`config.mk`:
```
export PLATFORM = sky130hd
export DESIGN_NAME = cache_bus_arbiter_flat
export DESIGN_NICKNAME = d
export VERILOG_FILES = /design/src/rtl/cache_bus_arbiter_if.sv /design/src/rtl/cache_bus_arbiter.sv /design/src/flat_wrapper.sv
export SDC_FILE = /design/constraint.sdc
export NUM_CORES = 1
export LEC_CHECK = 0
export ABC_CLOCK_PERIOD_IN_PS = 3800
export CORE_MARGIN = 1
export CORE_UTILIZATION = 24
export DETAILED_ROUTE_END_ITERATION = 10
export PLACE_DENSITY = 0.87
export SYNTH_ARGS = -nofsm -noshare
export SYNTH_HDL_FRONTEND = slang
export SYNTH_SLANG_ARGS = --single-unit
```
`constraint.sdc`:
```
create_clock -name clk -period 3.8 [get_ports clk]
set_input_delay 0.57 -clock clk [delete_from_list [all_inputs] [get_ports clk]]
set_output_delay 0.57 -clock clk [all_outputs]
set_load 0.02 [all_outputs]
```
`src/rtl/cache_bus_arbiter_if.sv`:
```
// Bus bundle between the two L1 caches, the arbiter and the memory port.
// The arbiter uses the slave view; the cache/memory side uses the master view.
interface cache_bus_arbiter_if;
  // instruction-cache requester (read-only bursts)
  logic        HRequestI;
  logic [31:0] HAddrI;
  // data-cache requester (writeback and fill bursts)
  logic        HRequestM;
  logic        HWriteM;
  logic [31:0] HAddrM;
  logic [31:0] HWDataM;
  // memory side
  logic        BusReady;
  logic        HRequest;
  logic        HWrite;
  logic [31:0] HAddr;
  logic [31:0] HWData;
  // per-requester status
  logic        BusReadyI;
  logic        BusReadyM;
  logic        GrantI;
  logic        GrantM;
  logic [1:0]  BeatCount;

  modport slave (
    input  HRequestI, HAddrI, HRequestM, HWriteM, HAddrM, HWDataM, BusReady,
    output HRequest, HWrite, HAddr, HWData, BusReadyI, BusReadyM,
           GrantI, GrantM, BeatCount
  );

  modport master (
    output HRequestI, HAddrI, HRequestM, HWriteM, HAddrM, HWDataM, BusReady,
    input  HRequest, HWrite, HAddr, HWData, BusReadyI, BusReadyM,
           GrantI, GrantM, BeatCount
  );
endinterface

```
`src/rtl/cache_bus_arbiter.sv`:
```
// Two-requester memory bus arbiter (I-cache vs D-cache).
// Registered arbitration in IDLE, D-cache priority with a starvation guard
// that hands the bus to the I-cache after two consecutive D-cache wins.
// A grant stays locked while the owner keeps its request high, so a D-cache
// writeback followed by a fill runs as one uninterrupted 8-beat transaction.
module cache_bus_arbiter (
  input  logic                 clk,
  input  logic                 reset,
  cache_bus_arbiter_if.slave   bus
);

  typedef enum logic [1:0] {
    IDLE    = 2'd0,
    GRANT_I = 2'd1,
    GRANT_M = 2'd2
  } state_t;

  // owner-side view of the bus, muxed from whichever cache holds the grant
  typedef struct packed {
    logic        req;
    logic        write;
    logic [31:0] addr;
    logic [31:0] wdata;
  } owner_req_t;

  localparam logic [1:0] STARVE_MAX = 2'd2;

  state_t     state_q, state_d;
  logic [1:0] beat_q, beat_d;
  logic [1:0] starve_q, starve_d;
  owner_req_t own;

  // state, beat index and starvation counter; reset aborts any burst
  always_ff @(posedge clk) begin
    if (!reset) begin
      state_q  <= IDLE;
      beat_q   <= 2'd0;
      starve_q <= 2'd0;
    end else begin
      state_q  <= state_d;
      beat_q   <= beat_d;
      starve_q <= starve_d;
    end
  end

  // select the current owner's request fields; nothing when idle
  always_comb begin
    own = '0;
    unique case (state_q)
      GRANT_I: begin
        own.req   = bus.HRequestI;
        own.write = 1'b0;
        own.addr  = bus.HAddrI;
        own.wdata = 32'd0;
      end
      GRANT_M: begin
        own.req   = bus.HRequestM;
        own.write = bus.HWriteM;
        own.addr  = bus.HAddrM;
        own.wdata = bus.HWDataM;
      end
      default: own = '0;
    endcase
  end

  // next state: arbitrate in IDLE, hold while owner requests, abort on drop
  always_comb begin
    state_d  = state_q;
    beat_d   = beat_q;
    starve_d = starve_q;
    unique case (state_q)
      IDLE: begin
        // BusReady is deliberately ignored here; beat index stays parked at 0
        beat_d = 2'd0;
        if (bus.HRequestM && !(bus.HRequestI && starve_q == STARVE_MAX)) begin
          state_d = GRANT_M;
          // only count a win as starvation if the I-cache was actually waiting
          if (bus.HRequestI && starve_q != STARVE_MAX)
            starve_d = starve_q + 2'd1;
        end else if (bus.HRequestI) begin
          state_d  = GRANT_I;
          starve_d = 2'd0;
        end
      end
      GRANT_I, GRANT_M: begin
        if (!own.req) begin
          // mid-burst drop is a silent abort
          state_d = IDLE;
          beat_d  = 2'd0;
        end else if (bus.BusReady) begin
          // natural 3->0 wrap lets a locked grant roll into the next burst
          beat_d = beat_q + 2'd1;
        end
      end
      default: begin
        state_d = IDLE;
        beat_d  = 2'd0;
      end
    endcase
  end

  // bus outputs come from state and owner inputs only; BusReady only feeds strobes
  always_comb begin
    bus.GrantI    = (state_q == GRANT_I);
    bus.GrantM    = (state_q == GRANT_M);
    bus.HRequest  = own.req;
    bus.HWrite    = own.write;
    bus.HAddr     = own.addr;
    bus.HWData    = own.wdata;
    bus.BusReadyI = bus.BusReady & (state_q == GRANT_I);
    bus.BusReadyM = bus.BusReady & (state_q == GRANT_M);
    bus.BeatCount = beat_q;
  end

endmodule

```
`src/flat_wrapper.sv`:
```
// flat-port wrapper written by rule: the top's interface ports become plain ports
module cache_bus_arbiter_flat 
  (clk, reset, bus_HRequestI, bus_HAddrI, bus_HRequestM, bus_HWriteM, bus_HAddrM, bus_HWDataM, bus_BusReady, bus_HRequest, bus_HWrite, bus_HAddr, bus_HWData, bus_BusReadyI, bus_BusReadyM, bus_GrantI, bus_GrantM, bus_BeatCount);
  cache_bus_arbiter_if bus_i ();
  input  logic clk;
  input  logic reset;
  input wire logic [$bits(bus_i.HRequestI)-1:0] bus_HRequestI;
  input wire logic [$bits(bus_i.HAddrI)-1:0] bus_HAddrI;
  input wire logic [$bits(bus_i.HRequestM)-1:0] bus_HRequestM;
  input wire logic [$bits(bus_i.HWriteM)-1:0] bus_HWriteM;
  input wire logic [$bits(bus_i.HAddrM)-1:0] bus_HAddrM;
  input wire logic [$bits(bus_i.HWDataM)-1:0] bus_HWDataM;
  input wire logic [$bits(bus_i.BusReady)-1:0] bus_BusReady;
  output wire logic [$bits(bus_i.HRequest)-1:0] bus_HRequest;
  output wire logic [$bits(bus_i.HWrite)-1:0] bus_HWrite;
  output wire logic [$bits(bus_i.HAddr)-1:0] bus_HAddr;
  output wire logic [$bits(bus_i.HWData)-1:0] bus_HWData;
  output wire logic [$bits(bus_i.BusReadyI)-1:0] bus_BusReadyI;
  output wire logic [$bits(bus_i.BusReadyM)-1:0] bus_BusReadyM;
  output wire logic [$bits(bus_i.GrantI)-1:0] bus_GrantI;
  output wire logic [$bits(bus_i.GrantM)-1:0] bus_GrantM;
  output wire logic [$bits(bus_i.BeatCount)-1:0] bus_BeatCount;
  assign bus_i.HRequestI = bus_HRequestI;
  assign bus_i.HAddrI = bus_HAddrI;
  assign bus_i.HRequestM = bus_HRequestM;
  assign bus_i.HWriteM = bus_HWriteM;
  assign bus_i.HAddrM = bus_HAddrM;
  assign bus_i.HWDataM = bus_HWDataM;
  assign bus_i.BusReady = bus_BusReady;
  assign bus_HRequest = bus_i.HRequest;
  assign bus_HWrite = bus_i.HWrite;
  assign bus_HAddr = bus_i.HAddr;
  assign bus_HWData = bus_i.HWData;
  assign bus_BusReadyI = bus_i.BusReadyI;
  assign bus_BusReadyM = bus_i.BusReadyM;
  assign bus_GrantI = bus_i.GrantI;
  assign bus_GrantM = bus_i.GrantM;
  assign bus_BeatCount = bus_i.BeatCount;
  cache_bus_arbiter u_core (.clk(clk), .reset(reset), .bus(bus_i));
endmodule
```
# Word level (Yosys, flattened, before mapping)
# Cells that the tools add are included.
# classes
addsub	2
n_eq_ne	7
muxes	8
bitwise_logic	2
reduce_logical	10
# op_table
op	count
$pmux W66 S2	1
$mux W2	6
$ne A2 B2 Y1 const B	3
$reduce_and A3 Y1	2
$add A2 B1 Y2 const B	2
$eq A2 B2 Y1 const B	2
$pmux W2 S2	1
$logic_and A1 B1 Y1	3
$ne A3 B2 Y1 const B	1
$and A1 B1 Y1	2
$eq A2 B1 Y1 const B	1
$logic_not A2 Y1	1
$reduce_and A2 Y1	1
$reduce_bool A2 Y1	1
$reduce_or A2 Y1	1
$logic_not A1 Y1	1
# totals
regBits	6
in_bits	102

# Longest topological paths before layout
# logic_depth
depth_word	6
depth_mapped	6
ltp_nobuf	5

# Worst setup path before layout
# OpenSTA, ideal clock, no wires.
# synth_timing
kind	reg-to-output
start	register u_core.state_q[1]
end	output bus_HAddr[11]
arrival_time_ns	1.518
path_slack_ns	1.712
stages_incl_launch_ff	7
path_buffers	2
path_cell_list	dfxtp_1 -> inv_1 -> ha_1 -> buf_6 -> clkbuf_1 -> a22oi_1 -> nor2b_1
# synth_between
elab_chain_len	2
word_cells_on_any_way	3
classes_between	eq/ne (2); mux (1)
# synth_lines
item	line	text
start, declared	cache_bus_arbiter.sv:28	state_t state_q, state_d;
start signal, assigned	cache_bus_arbiter.sv:40	state_q <= state_d;
$eq A2 B1 Y1	n/a	
net bus_GrantI	flat_wrapper.sv:20	output wire logic [$bits(bus_i.GrantI)-1:0] bus_GrantI;
$pmux W66 S2	cache_bus_arbiter.sv:49	unique case (state_q)
end, declared	flat_wrapper.sv:16	output wire logic [$bits(bus_i.HAddr)-1:0] bus_HAddr;
# The timed path passes the listed nets, and every way through them passes these cells.

# Worst setup path in the final report
# layout_timing
start	register u_core.state_q[0]
end	output bus_HRequest
# layout_between
elab_chain_len	2
word_cells_on_any_way	3
classes_between	eq/ne (2); mux (1)
# layout_lines
item	line	text
$eq A2 B2 Y1 / $eq A2 B1 Y1 (equally long branches)	cache_bus_arbiter.sv:49	
$pmux W66 S2 (*)	cache_bus_arbiter.sv:49	
end, declared	flat_wrapper.sv:14	output wire logic [$bits(bus_i.HRequest)-1:0] bus_HRequest;
# Mark *: on every way between the ends. The rest lies on a longest branch, timed or not.

==> results.sh <==
export IMPL_synthesis_nets=256
export IMPL_core_mm2=0.00414
export IMPL_p_seq_frac=0.126
export IMPL_grt_pass1_vias=1446
export IMPL_multi_input_area_um2=882
export IMPL_synthTopCellsByArea="a22oi_1, and2_1, nor2b_1"
export IMPL_die_h_um=68.8
export IMPL_worst_slew_pin_transition_ns=0.810
export IMPL_top_usage_layer="met2"
export IMPL_p_sw_mw=0.191
export IMPL_critPathMaxFanout=35
export IMPL_start_kind="flop"
export IMPL_slowest_stage="ha_1"
export IMPL_grt_pass1_wl_um=7320
export IMPL_p_comb_frac=0.699
export IMPL_synth_top_area_share=0.225
export IMPL_syn_avg_cell_area_um2=7.18
export IMPL_first_pass_iters=4
export IMPL_cts_tree="built"
export IMPL_clkSinkCount=6
export IMPL_viasPerCell=4.58
export IMPL_maxCapViolations=0
export IMPL_clkPwrFrac=0.175
export IMPL_hold_class="flop to flop"
export IMPL_slowest_delay_ns=0.82
export IMPL_met2_usage=0.382
export IMPL_clkTransAtPathRegs_ns=0.04
export IMPL_p_per_area_mw_per_mm2=191
export IMPL_yosysSeqAreaShare=0.112
export IMPL_total_power_mw=0.549
export IMPL_fin_nets=424
export IMPL_post_place_ws_ns=1.04
export IMPL_die_x_um=68.8
export IMPL_initial_core_util=0.258
export IMPL_synth_area_leader_cell="a22oi_1"
export IMPL_post_route_min_period_ns=2.98
export IMPL_ctsRootBufferMaster="clkbuf_8"
export IMPL_synthCells=149
export IMPL_synth_seq_cells=6
export IMPL_yosys_cell_types_count=21
export IMPL_layout_common_cells="clkdlybuf4s50_1, and2_1, nor2b_1, a22oi_1"
export IMPL_slew_violations=0
export IMPL_via_count=1671
export IMPL_path_cells="inv_1 -> ha_1 -> and2_4 -> clkdlybuf4s50_1"
export IMPL_fin_setup_tns_ns=0
export IMPL_cts_made_buffers=3
export IMPL_io_pins=174
export IMPL_setup_ws_ns=0.816
export IMPL_grt_use_met1=0.231
export IMPL_swShare=0.348
export IMPL_ys_warn_count=0
export IMPL_cts_setup_buffers=0
export IMPL_antenna_found_initial=0
export IMPL_rows=23
export IMPL_ir_worst_vdd_v=0.000180
export IMPL_clock_skew_ns=0.00197
export IMPL_place_gp_congestion=0.762
export IMPL_endpoint_kind="output port"
export IMPL_clk_path_buf_depth=2
export IMPL_grt_max_degree=37
export IMPL_wire_per_inst_um=15.1
export IMPL_p_int_mw=0.358
export IMPL_setup_viol_count_final=0
export IMPL_outcome="finished, final reports clean"
export IMPL_hold_viol=0
export IMPL_grt_overflow_total=0
export IMPL_leakage_nw=1.01
export IMPL_htree_levels=1
export IMPL_post_route_util=0.693
export IMPL_holdWs_ns=0.459
export IMPL_portBuffers=173
export IMPL_dp_hpwl_um=4490
export IMPL_seqCellArea_um2=120
export IMPL_gr_usage_all_layers=0.205
export IMPL_clk_latency_ns=0.22
export IMPL_drive_above_1_share=0.0286
export IMPL_ant_nets=0
export IMPL_required_ns=3.23
export IMPL_die_area_mm2=0.00473
export IMPL_rsz0062_at_grt="false"
export IMPL_fmax_ghz=0.335
export IMPL_critPathArrivalTime_ns=2.41
export IMPL_netlist_area_mm2=0.00107
export IMPL_syn_to_final_growth_pct=168
export IMPL_crit_type="flop to output port"
export IMPL_drt_wl_total_um=5520
export IMPL_slew_headroom=0.460
export IMPL_fillCellCount=367
export IMPL_first_iter_violations=70
export IMPL_cts_resized=0
export IMPL_antenna_cells=0
export IMPL_cts_hold_buf=0
export IMPL_finalCritPeriodShare=0.785
export IMPL_drcViolationCount=0
export IMPL_final_common_cell="clkdlybuf4s50_1"
export IMPL_use_met3=0.0444
[final cells by class]
| cell class | count | share of cell area |
|---|---|---|
| timing repair buffer | 176 | 0.611 |
| multi-input combinational | 127 | 0.307 |
| sequential | 6 | 0.0418 |
| clock buffer | 3 | 0.0144 |
| tap | 50 | 0.0218 |
| inverter | 3 | 0.00392 |
[routing by layer]
metal,part of all wire,wire length (um),vias to the layer above
met2,0.52,2880,71
met3,0.092,507,10
met1,0.37,2030,743
met5,0,0,-
li1,-,-,847
met4,0.018,99,0
[synth_stat cells]
master     n
o32ai_2    1
a22o_1     1
dfxtp_1    6
a22oi_1   32
and2_1    36
and2_4     1
xor2_1     1
a21oi_1    1
a21bo_2    1
and3_1     2
or3_1      2
clkbuf_1  12
buf_6      1
a21boi_1   2
ha_1       5
o221a_1    1
nor2b_1   33
a21boi_0   1
xnor2_1    1
inv_1      3
nand2_1    6
[cell families (layout without fill, tap and decap cells)]
group | after synthesis | in the layout | share of synthesized area
and+or+nand+nor | 80 | 80 | 0.456
AOI/OAI and AO/OA | 40 | 40 | 0.294
buffers and inverters | 16 | 182 | 0.0632
DFF | 6 | 6 | 0.112
adders and majority gates | 5 | 5 | 0.0585
xor gates and xnor gates | 2 | 2 | 0.0164
[worst max-delay path, delay by kind of cell (launching register included)]
family	cells	cell delay, ns
fa+ha+maj	1	0.82
simple gates	1	0.32
flops	1	0.35
buf+inv	2	0.70
[flip-flops by register name, indices dropped and copies added, names as in the netlist]
name	cells
u_core.bus.BeatCount	2
u_core.state_q	2
u_core.starve_q	2
[through the flow]
step | cells | area (um^2)
global placement | 362 | 2830
global route | 365 | 2870
detailed placement | 362 | 2830
floorplan | 149 | 1070
CTS | 365 | 2870
finish | 365 | 2870
[power groups by stage]
stage               sequential, mW  combinational [mW]  clock [mW]
CTS                         0.0693               0.385      0.0989
global route                0.0698               0.411       0.102
detailed placement          0.0703               0.384           0
global placement            0.0698               0.378           0
finish                      0.0694               0.384      0.0959
floorplan                   0.0698               0.175           0
[final timing paths]
path	startpoint	to	slack [ns]	cells after the start
hold reg to reg	u_core.starve_q[1]	u_core.starve_q[1]	0.46	2
setup / recovery	u_core.state_q[0]	bus_HRequest	0.82	4
hold / removal	u_core.starve_q[1]	u_core.starve_q[1]	0.46	2
setup reg to reg	u_core.state_q[0]	u_core.state_q[0]	1.97	4
(Power assumes the default switching activity.)
